## config.mk

```make
export PLATFORM = sky130hd
export DESIGN_NAME = line_card_read_scheduler
export DESIGN_NICKNAME = d
export VERILOG_FILES = /design/src/rtl/line_card_read_scheduler.sv
export SDC_FILE = /design/constraint.sdc
export NUM_CORES = 1
export LEC_CHECK = 0
export CAP_MARGIN = 20
export CORE_ASPECT_RATIO = 0.8
export CORE_MARGIN = 2
export CORE_UTILIZATION = 40
export DETAILED_ROUTE_END_ITERATION = 6
export PLACE_DENSITY = 0.67
export RECOVER_POWER = 50
export SLEW_MARGIN = 30
export SYNTH_ARGS = -nofsm -noshare
export SYNTH_HDL_FRONTEND = slang
export SYNTH_SLANG_ARGS = --single-unit
export TNS_END_PERCENT = 1
```

## constraint.sdc

```tcl
create_clock -name clk -period 9.3 [get_ports clk]
set_input_delay 0.93 -clock clk [delete_from_list [all_inputs] [get_ports clk]]
set_output_delay 0.93 -clock clk [all_outputs]
set_load 0.03 [all_outputs]
```

## src/rtl/line_card_read_scheduler.sv

```systemverilog
// line_card_read_scheduler: round-robin arbiter granting ingress FIFOs a shared cascaded read port
module line_card_read_scheduler #(
  parameter int NUM_PORTS = 24,
  parameter int PTR_BITS  = 13,
  parameter int TIMEOUT   = 4096
) (
  input  logic                               clk,
  input  logic                               areset_n,
  input  logic [NUM_PORTS-1:0][PTR_BITS-1:0] wr_ptr_committed,
  input  logic [NUM_PORTS-1:0]               port_reset,
  output logic [NUM_PORTS-1:0][PTR_BITS-1:0] rd_ptr,
  output logic                               grant_valid,
  output logic [4:0]                         grant_port,
  output logic [PTR_BITS-1:0]                grant_ptr,
  input  logic                               grant_ready,
  input  logic                               done_valid,
  input  logic [PTR_BITS-1:0]                done_ptr,
  output logic                               timeout_err
);
  typedef enum logic [1:0] {IDLE, GRANT, WAIT_DONE} state_e;
  localparam int CW = $clog2(TIMEOUT + 1);
  state_e                             state_q, state_d;
  logic [4:0]                         rr_q, rr_d, gp_q, gp_d, sel, rr_adv;
  logic [PTR_BITS-1:0]                gptr_q, gptr_d, wr_val;
  logic [NUM_PORTS-1:0][PTR_BITS-1:0] rd_q;
  logic [NUM_PORTS-1:0]               pend;
  logic [CW-1:0]                      cnt_q, cnt_d;
  logic                               found, wr_en, tout_q, tout_d, disc_q, disc_d, gp_rst, expire;
  int                                 j;

  assign rd_ptr      = rd_q;
  assign grant_valid = state_q == GRANT;
  assign grant_port  = gp_q;
  assign grant_ptr   = gptr_q;
  assign timeout_err = tout_q;
  assign gp_rst      = port_reset[gp_q];
  assign expire      = cnt_q == CW'(TIMEOUT - 1);
  assign rr_adv      = gp_q == 5'(NUM_PORTS - 1) ? 5'd0 : gp_q + 5'd1;

  // Full-width pointer compare makes wrap-around free; ports in reset never request
  always_comb begin
    for (int p = 0; p < NUM_PORTS; p++) pend[p] = wr_ptr_committed[p] != rd_q[p] && !port_reset[p];
  end

  // First pending port at or above rr_q, wrapping back to port 0
  always_comb begin
    found = 1'b0;
    sel   = '0;
    j     = 0;
    for (int i = 0; i < NUM_PORTS; i++) begin
      j = int'(rr_q) + i;
      j = j >= NUM_PORTS ? j - NUM_PORTS : j;
      if (!found && pend[j]) begin
        found = 1'b1;
        sel   = 5'(j);
      end
    end
  end

  // Next-state logic: grant handshake, completion, watchdog flush and reset-during-frame discard
  always_comb begin
    state_d = state_q;
    rr_d    = rr_q;
    gp_d    = gp_q;
    gptr_d  = gptr_q;
    cnt_d   = cnt_q;
    disc_d  = disc_q;
    wr_en   = 1'b0;
    wr_val  = done_ptr;
    tout_d  = 1'b0;
    case (state_q)
      IDLE: if (found) begin
        state_d = GRANT;
        gp_d    = sel;
        gptr_d  = rd_q[sel];
      end
      GRANT: if (gp_rst) state_d = IDLE;
        else if (grant_ready) begin
          state_d = WAIT_DONE;
          cnt_d   = '0;
          disc_d  = 1'b0;
        end
      WAIT_DONE: begin
        cnt_d  = cnt_q + CW'(1);
        disc_d = disc_q | gp_rst;
        if (done_valid || expire) begin
          state_d = IDLE;
          rr_d    = rr_adv;
          wr_en   = !(disc_q || gp_rst);
          wr_val  = done_valid ? done_ptr : wr_ptr_committed[gp_q];
          tout_d  = !done_valid;
        end
      end
      default: state_d = IDLE;
    endcase
  end

  // Control and grant registers
  always_ff @(posedge clk or negedge areset_n) begin
    if (!areset_n) begin
      state_q <= IDLE;
      rr_q    <= '0;
      gp_q    <= '0;
      gptr_q  <= '0;
      cnt_q   <= '0;
      disc_q  <= 1'b0;
      tout_q  <= 1'b0;
    end else begin
      state_q <= state_d;
      rr_q    <= rr_d;
      gp_q    <= gp_d;
      gptr_q  <= gptr_d;
      cnt_q   <= cnt_d;
      disc_q  <= disc_d;
      tout_q  <= tout_d;
    end
  end

  // Per-port read pointers; a port's own reset beats any completion or flush write
  always_ff @(posedge clk or negedge areset_n) begin
    if (!areset_n) rd_q <= '0;
    else for (int p = 0; p < NUM_PORTS; p++)
      rd_q[p] <= port_reset[p] ? '0 : (wr_en && gp_q == 5'(p)) ? wr_val : rd_q[p];
  end
endmodule

```

==> parameters.txt, run 1 <==
Parameter                              Value

Run status
  Result of the run ... finished with violations
  Violated checks ... DRC, capacitance limit, slew limit

STA
  Fin. max-slew vios ... 456
  Final cycle utilization of the critical path ... 89.5%
  Actual slew at the worst max-slew pin ... 3.78 ns
  Final Hold Fails ... 0
  Worst max-slew margin expressed relative to the limit ... -152%
  Final period demand of the worst path ... 8.32 ns
  Worst Skew ... ~0.031 ns
  # setup viols final ... 0
  Highest clock rate ... 120 MHz
  RSZ-0062 raised after global routing ... false
  Setup total negative slack ... 0 ns
  Worst hold-check slack ... 0.503 ns

Setup path
  Slowest stage delay, CP ... 0.79 ns
  CP most frequent cell ... buf_4
  Worst Setup End Kind ... flip-flop
  Worst setup SP type ... flip-flop
  Cell-by-cell trace of the critical path ... clkinv_1, ha_1, buf_4, nor2b_1, xnor2_1, inv_1, ha_1, or2_2, mux4_2, or2_2, o22ai_1, nor2_1, nand3_1, nor3_1, a2111oi_0, buf_4, nand3_2, o31ai_4, buf_4, mux2_2, or3_1, a31oi_1, buf_4, a311oi_2
  Signal arrival time at the worst endpoint ... 8.79 ns
  Critical path peak fanout ... 31
  Cell with the largest stage delay on the worst path ... dfrtp_2
  Class of the most critical setup path ... flip-flop to flip-flop
  Data required time of the worst path ... 9.76 ns

Routing
  Detailed-route wire length ... 157000 µm
  Number of vias per cell after detailed routing ... around 6.5
  Number of nets with antenna violations after detailed routing ... 0
  Number of DRC violations after detailed routing ... 4
  Detailed-route wire length per cell ... ~34 µm
  First-pass DRT Iterations ... 7
  Number of DRC markers in iteration 0 ... 4278
  Total via count in the routed design ... 30.0k

Power and ir drop
  Static power due to leakage ... 17.0 nW
  Power spent charging and discharging nets ... 9.37 mW
  Int Pwr ... ~8 mW
  Pwr/cell area ... 453 nW/µm²
  Part of the power in registers ... roughly a tenth
  Relative contribution of combinational cells to total power ... 79.8%
  Net Sw Frac ... 54.1%
  Clock share of power ... 9.8%
  Worst-case vdd ir drop ... 0.000787 V

Finish
  Most common cell after layout, fill and taps aside ... clkdlybuf4s50_1
  Utilization of the core after routing ... 54.4%
  Post-layout nets ... roughly 4k
  Final Cell Area ... 38300 µm²
  Filler cell count ... 6389
  Layout area overhead ... 34.7%
  Fraction of final layout cells with drive strength greater than 1 ... 12.1%
  Total area of multi-input combinational cells ... 18700 µm²
  Most used cells in the layout excluding fill and tap cells ... clkdlybuf4s50_1, dfrtp_1, nand2_1
  Area taken by flip-flops and latches ... 8810 µm²

Placed design
  Port Buf Inserts ... 684
  Global placer's final weighted congestion ... 1.05
  Detailed placer's ending HPWL ... roughly 120000 µm
  Placed cell areas ... 36900 µm²

Logic synthesis
  Number of flops mapped to enable cells by yosys ... 0
  Area fraction of the dominant cell type after synthesis ... between 30% and 40%
  Number of nets produced by synthesis ... 3373
  Average footprint of a synthesized cell ... 9.56 µm²
  Library cells used by synthesis ... just under 90
  Total of flip-flops plus latches after synthesis ... 352
  Netlist Area Pre-Place ... about 28000 µm²
  Synth area leader ... dfrtp_1
  Number of warnings issued by yosys ... 0
  Syn Inst Count ... about 3k
  Sequential element share of the synthesized area ... a little under a third
  Primary FF master, synth ... dfrtp_1
  Post-synth ARST share ... 100%
  Synth area leaders ... dfrtp_1, mux4_2, mux2i_1

Clocking
  Number of hold buffers added after CTS ... 0
  Skew-Pair Late Insertion Delay ... roughly 0.60 ns
  Clock tree from TritonCTS ... done
  Buffers from clock root to sink, at most ... 3
  H-tree level count ... 2
  Setup fix buffers added after clock tree synthesis ... 0
  Clk slew on worst S/H paths ... 0.07 ns
  TritonCTS Buffers ... 40
  Root buffer cell ... clkbuf_16
  Post-CTS Resized ... 0
  Number of clock sinks ... between 300 and 400

Global routing
  Number of antenna violations at the first check in global routing ... 14
  Global-route wire length before repair ... 218000 µm
  Via count of the first global-routing pass ... 28.6k
  Sum of overflow across all layers after global routing ... 0
  Maximum number of pins on one net before global-route repair ... 73
  Overall routing resource usage ... 41.5%

Floorplan
  Number of top-level pins ... 685
  Placement row count ... a little under 90
  Starting Density ... around two fifths
  Horizontal die dimension ... 302 µm
  Area of the core ... 70300 µm²
  Vert. Die Dim ... 242 µm
  Floorplan die area ... 73200 µm²

Hold path
  Classification of the worst-slack hold path ... flip-flop to flip-flop

Job
  Reported max-cap violation count ... 9
==> worst paths after layout <==
check,start,to,slack [ns],cells past startpoint
worst max register to register,rr_q[0]$_DFFE_PN0P_,grant_ptr[8]$_DFFE_PN0P_,0.98,24
worst min-delay path,cnt_q[3]$_DFFE_PN0P_,cnt_q[3]$_DFFE_PN0P_,0.50,1
worst max-delay path,rr_q[0]$_DFFE_PN0P_,grant_ptr[8]$_DFFE_PN0P_,0.98,24
max in group asynchronous,areset_n,rd_ptr[101]$_DFFE_PN0P_,1.71,3
worst min register to register,cnt_q[3]$_DFFE_PN0P_,cnt_q[3]$_DFFE_PN0P_,0.50,1
min in group asynchronous,areset_n,rd_ptr[303]$_DFFE_PN0P_,1.65,1
==> metal layers <==
metal / wire [µm] / track usage [%] / vias up
met5: 36 / 0 / -
met4: 9060 / 19.2 / 6
met3: 20800 / 14.0 / 467
met2: 68200 / 62.8 / 2392
met1: 58500 / 53.5 / 14835
li1: - / - / 12292
==> worst max-delay path: cells and delay by family (launching register included) <==
kind | cells | cell delay, ns
AND/OR/NAND/NOR | 8 | 1.79
XOR/XNOR | 1 | 0.26
buffers and inverters | 6 | 1.85
flip-flops | 1 | 0.79
adder cells (fa/ha/maj) | 2 | 0.73
multiplexers | 2 | 0.89
AO/OA/AOI/OAI | 5 | 1.87
==> per-stage QoR <==
step                cells  total power, mW  setup WS [ns]
CTS                  4602             16.7           1.25
floorplan            2969             10.2           2.91
detailed placement   4533             15.0           1.28
global route         4606             17.9          0.672
finish               4611             17.3          0.975
global placement     4530             15.1           1.29
==> synthesized netlist by cell type, drive strengths merged, types with 23 or more instances <==
cell	instances
mux2i	253
xnor2	156
o21ai	79
nor4	53
a211oi	24
a31oi	23
a21oi	160
mux4	161
a22o	71
or3	23
nand2	347
nor3	29
nand3	77
nor2	283
a22oi	45
nand4	53
dfrtp	352
ha	51
clkbuf	137
xor2	197
buf	58
inv	51
==> power by group through the flow <==
stage | clock, mW | combinational, mW | sequential, mW
2_1_floorplan | 0 | 8.48 | 1.77
3_3_place_gp | 0 | 13.3 | 1.83
3_5_place_dp | 0 | 13.2 | 1.83
4_1_cts | 1.68 | 13.3 | 1.80
5_1_grt | 1.75 | 14.4 | 1.81
6_report | 1.69 | 13.8 | 1.81
==> logic make-up after synthesis <==
| kind of cell | Yosys count | share of synthesized area [%] |
|---|---|---|
| compound gates | 571 | 14.0 |
| xor+xnor | 353 | 10.9 |
| fa+ha+maj | 51 | 2.25 |
| buf+inv | 248 | 3.75 |
| flops | 352 | 31.0 |
| mux | 434 | 22.5 |
| simple gates | 960 | 15.6 |
==> registers in the layout, indices dropped and copies added, names as in the netlist <==
signal,count
rd_ptr,312
grant_port,5
state_q,2
timeout_err,1
rr_q,5
grant_ptr,13
disc_q,1
cnt_q,13
==> area by class of cell <==
cell class	instances	share of cell area [%]
inverters	53	0.520
well taps	934	3.06
clock buffers	57	2.99
clock inverters	12	0.536
diodes	9	0.0589
multi-input cells	2369	48.9
flip-flops and latches	352	23.0
repair buffers	825	20.9
Note: power is estimated with default switching activity, not from simulation.
==> run 2: changes to the inputs <==
- CAP_MARGIN: 20 -> default
- clock period: 9.3 -> 8 ns (I/O delays scaled with it)
==> parameters.txt, run 2 (synthesis gave the netlist of run 1 again) <==
Parameter                              Value

Finish
  Filler cell count ... 6331 (-0.91%)
  Most used cells in the layout excluding fill and tap cells ... clkdlybuf4s50_1, dfrtp_1, nand2_1
  Flip-flop count of the largest register, all copies and words added ... 312 (unchanged)
  Most common cell after layout, fill and taps aside ... clkdlybuf4s50_1
  Layout area overhead ... 37.7%
  Final Cell Area ... 39100 µm² (+2.2%)
  Post-layout nets ... 4145 (+2.5%)
  Fraction of final layout cells with drive strength greater than 1 ... 14.6% (+2.6 points)
  Utilization of the core after routing ... 55.6% (+1.2 points)

STA
  Worst hold-check slack ... 0.495 ns (-0.00789 ns)
  Setup total negative slack ... 0 ns (unchanged)
  Highest clock rate ... 131 MHz (+9.0%)
  Worst Skew ... 0.0184 ns (-0.0129 ns)
  Actual slew at the worst max-slew pin ... 3.30 ns (-0.485 ns)
  RSZ-0062 raised after global routing ... false
  Final Hold Fails ... 0 (unchanged)
  # setup viols final ... 0 (unchanged)
  Fin. max-slew vios ... 444 (-2.6%)
  Final period demand of the worst path ... 7.64 ns (-0.685 ns)
  Final cycle utilization of the critical path ... 95.5% (+6.0 points)
  Worst max-slew margin expressed relative to the limit ... -120% (+32 points)

Floorplan
  Vert. Die Dim ... 242 µm (unchanged)
  Horizontal die dimension ... 302 µm (unchanged)
  Placement row count ... 87 (unchanged)
  Number of top-level pins ... 685 (unchanged)
  Starting Density ... 40.4% (unchanged)
  Area of the core ... 70300 µm² (unchanged)
  Floorplan die area ... 73200 µm² (unchanged)

Global routing
  Maximum number of pins on one net before global-route repair ... 113 (+55%)
  Sum of overflow across all layers after global routing ... 0 (unchanged)
  Overall routing resource usage ... 42.2% (+0.71 points)
  Number of antenna violations at the first check in global routing ... 15 (+1)
  Via count of the first global-routing pass ... 29.1k (+1.9%)
  Global-route wire length before repair ... 221000 µm (+1.4%)

Setup path
  Signal arrival time at the worst endpoint ... 8.07 ns (-0.72 ns)
  Class of the most critical setup path ... flip-flop to flip-flop
  Worst Setup End Kind ... flip-flop
  Worst setup SP type ... flip-flop
  Data required time of the worst path ... 8.43 ns (-1.33 ns)
  Critical path peak fanout ... 24 (-23%)

Clocking
  H-tree level count ... 2 (unchanged)
  Clk slew on worst S/H paths ... 0.07 ns (about the same)
  Number of clock sinks ... 352 (unchanged)
  Number of hold buffers added after CTS ... 0 (unchanged)
  Clock tree from TritonCTS ... done
  Post-CTS Resized ... 0 (unchanged)
  Setup fix buffers added after clock tree synthesis ... 0 (unchanged)
  Skew-Pair Late Insertion Delay ... 0.58 ns (-0.02 ns)
  TritonCTS Buffers ... 40 (unchanged)
  Root buffer cell ... clkbuf_16
  Buffers from clock root to sink, at most ... 3 (unchanged)

Routing
  Number of DRC violations after detailed routing ... 0 (-4)
  First-pass DRT Iterations ... 6 (-1)
  Number of vias per cell after detailed routing ... 6.48 (-0.38%)
  Detailed-route wire length per cell ... 33.8 µm (-0.54%)
  Total via count in the routed design ... 30.5k (+1.8%)
  Detailed-route wire length ... 159000 µm (+1.6%)
  Number of DRC markers in iteration 0 ... 4516 (+5.6%)
  Number of nets with antenna violations after detailed routing ... 0 (unchanged)

Hold path
  Classification of the worst-slack hold path ... flip-flop to flip-flop

Placed design
  Detailed placer's ending HPWL ... 127000 µm (+3.4%)
  Global placer's final weighted congestion ... 1.06 (+1.6%)
  Placed cell areas ... 37800 µm² (+2.3%)
  Port Buf Inserts ... 684 (unchanged)

Power and ir drop
  Pwr/cell area ... 552 nW/µm² (+22%)
  Static power due to leakage ... 17.5 nW (+3.2%)
  Worst-case vdd ir drop ... 0.000860 V (+9.3%)
  Overall power consumption ... 21.6 mW (+25%)

Job
  Reported max-cap violation count ... 8 (-1)

Run status
  Result of the run ... finished with violations
  Violated checks ... capacitance limit, slew limit
[run 2: cell types whose count changed in the layout (fill, tap and decap cells not counted), sizes merged]
| cell | before | now |
|---|---|---|
| dlygate4sd3 | 163 | 162 |
| clkinv | 5 | 11 |
| buf | 134 | 236 |
| diode | 9 | 6 |
| clkdlybuf4s50 | 520 | 521 |
| clkbuf | 65 | 61 |
[run 2: area by class of cell]
cell class / instances / area [µm²] / share of cell area (%)
Multi-Input combinational cell: 2369 / 18700 / 47.8
Timing Repair Buffer: 925 / 8850 / 22.6
Sequential cell: 352 / 8810 / 22.5
Tap cell: 934 / 1170 / 2.99
Clock buffer: 55 / 1160 / 2.96
Clock inverter: 18 / 218 / 0.557
Inverter: 53 / 199 / 0.509
Antenna cell: 6 / 15.0 / 0.0384
[run 2: path summary, 6_finish.rpt]
check / slack [ns] / cells after the start / start / to
max: 0.36 / 24 / rr_q[0]$_DFFE_PN0P_ / grant_ptr[10]$_DFFE_PN0P_
min: 0.49 / 1 / cnt_q[6]$_DFFE_PN0P_ / cnt_q[6]$_DFFE_PN0P_
max reg2reg: 0.36 / 24 / rr_q[0]$_DFFE_PN0P_ / grant_ptr[10]$_DFFE_PN0P_
min reg2reg: 0.49 / 1 / cnt_q[6]$_DFFE_PN0P_ / cnt_q[6]$_DFFE_PN0P_
max in group asynchronous: 1.27 / 3 / areset_n / rd_ptr[5]$_DFFE_PN0P_
min in group asynchronous: 1.33 / 1 / areset_n / rd_ptr[301]$_DFFE_PN0P_
[run 2: critical path, cell delays in order (launching register included)]
cell and delay, ns:
dfrtp_2 0.49, buf_4 0.36, ha_1 0.61, nand2_1 0.14
xnor2_1 0.46, ha_1 0.25, a31oi_1 0.07, nor2b_1 0.20
a21oi_1 0.34, inv_1 0.10, a222oi_1 0.42, buf_4 0.20
and3_1 0.42, nand2_1 0.14, buf_4 0.18, nor3_1 0.40
mux2i_1 0.17, a21oi_1 0.28, nor2_1 0.17, o21ai_4 0.43
buf_12 0.21, buf_4 0.14, mux4_2 0.55, a22oi_1 0.56
a311oi_2 0.18
[run 2: per-layer routing]
| layer | vias to the layer above | part of all wire [%] | track usage (%) |
|---|---|---|---|
| li1 | 12500 | - | - |
| met1 | 15055 | 37 | 55.3 |
| met2 | 2464 | 43 | 63.1 |
| met3 | 501 | 14 | 13.7 |
| met4 | 12 | 5.8 | 19.7 |
| met5 | - | 0.050 | 0 |
[run 2: power breakdown]
group / total [mW] / internal [mW] / switching [mW]
logic: 17.5 / 7.48 / 9.99
clock network: 1.98 / 1.15 / 0.827
registers: 2.15 / 1.87 / 0.281
total: 21.6 / 10.5 / 11.1
[run 2: per-stage QoR]
stage	std cells	setup WS (ns)
2_1_floorplan	2969	1.61
6_report	4712	0.360
5_1_grt	4709	0.0973
3_5_place_dp	4633	0.190
4_1_cts	4706	0.623
3_3_place_gp	4630	0.263
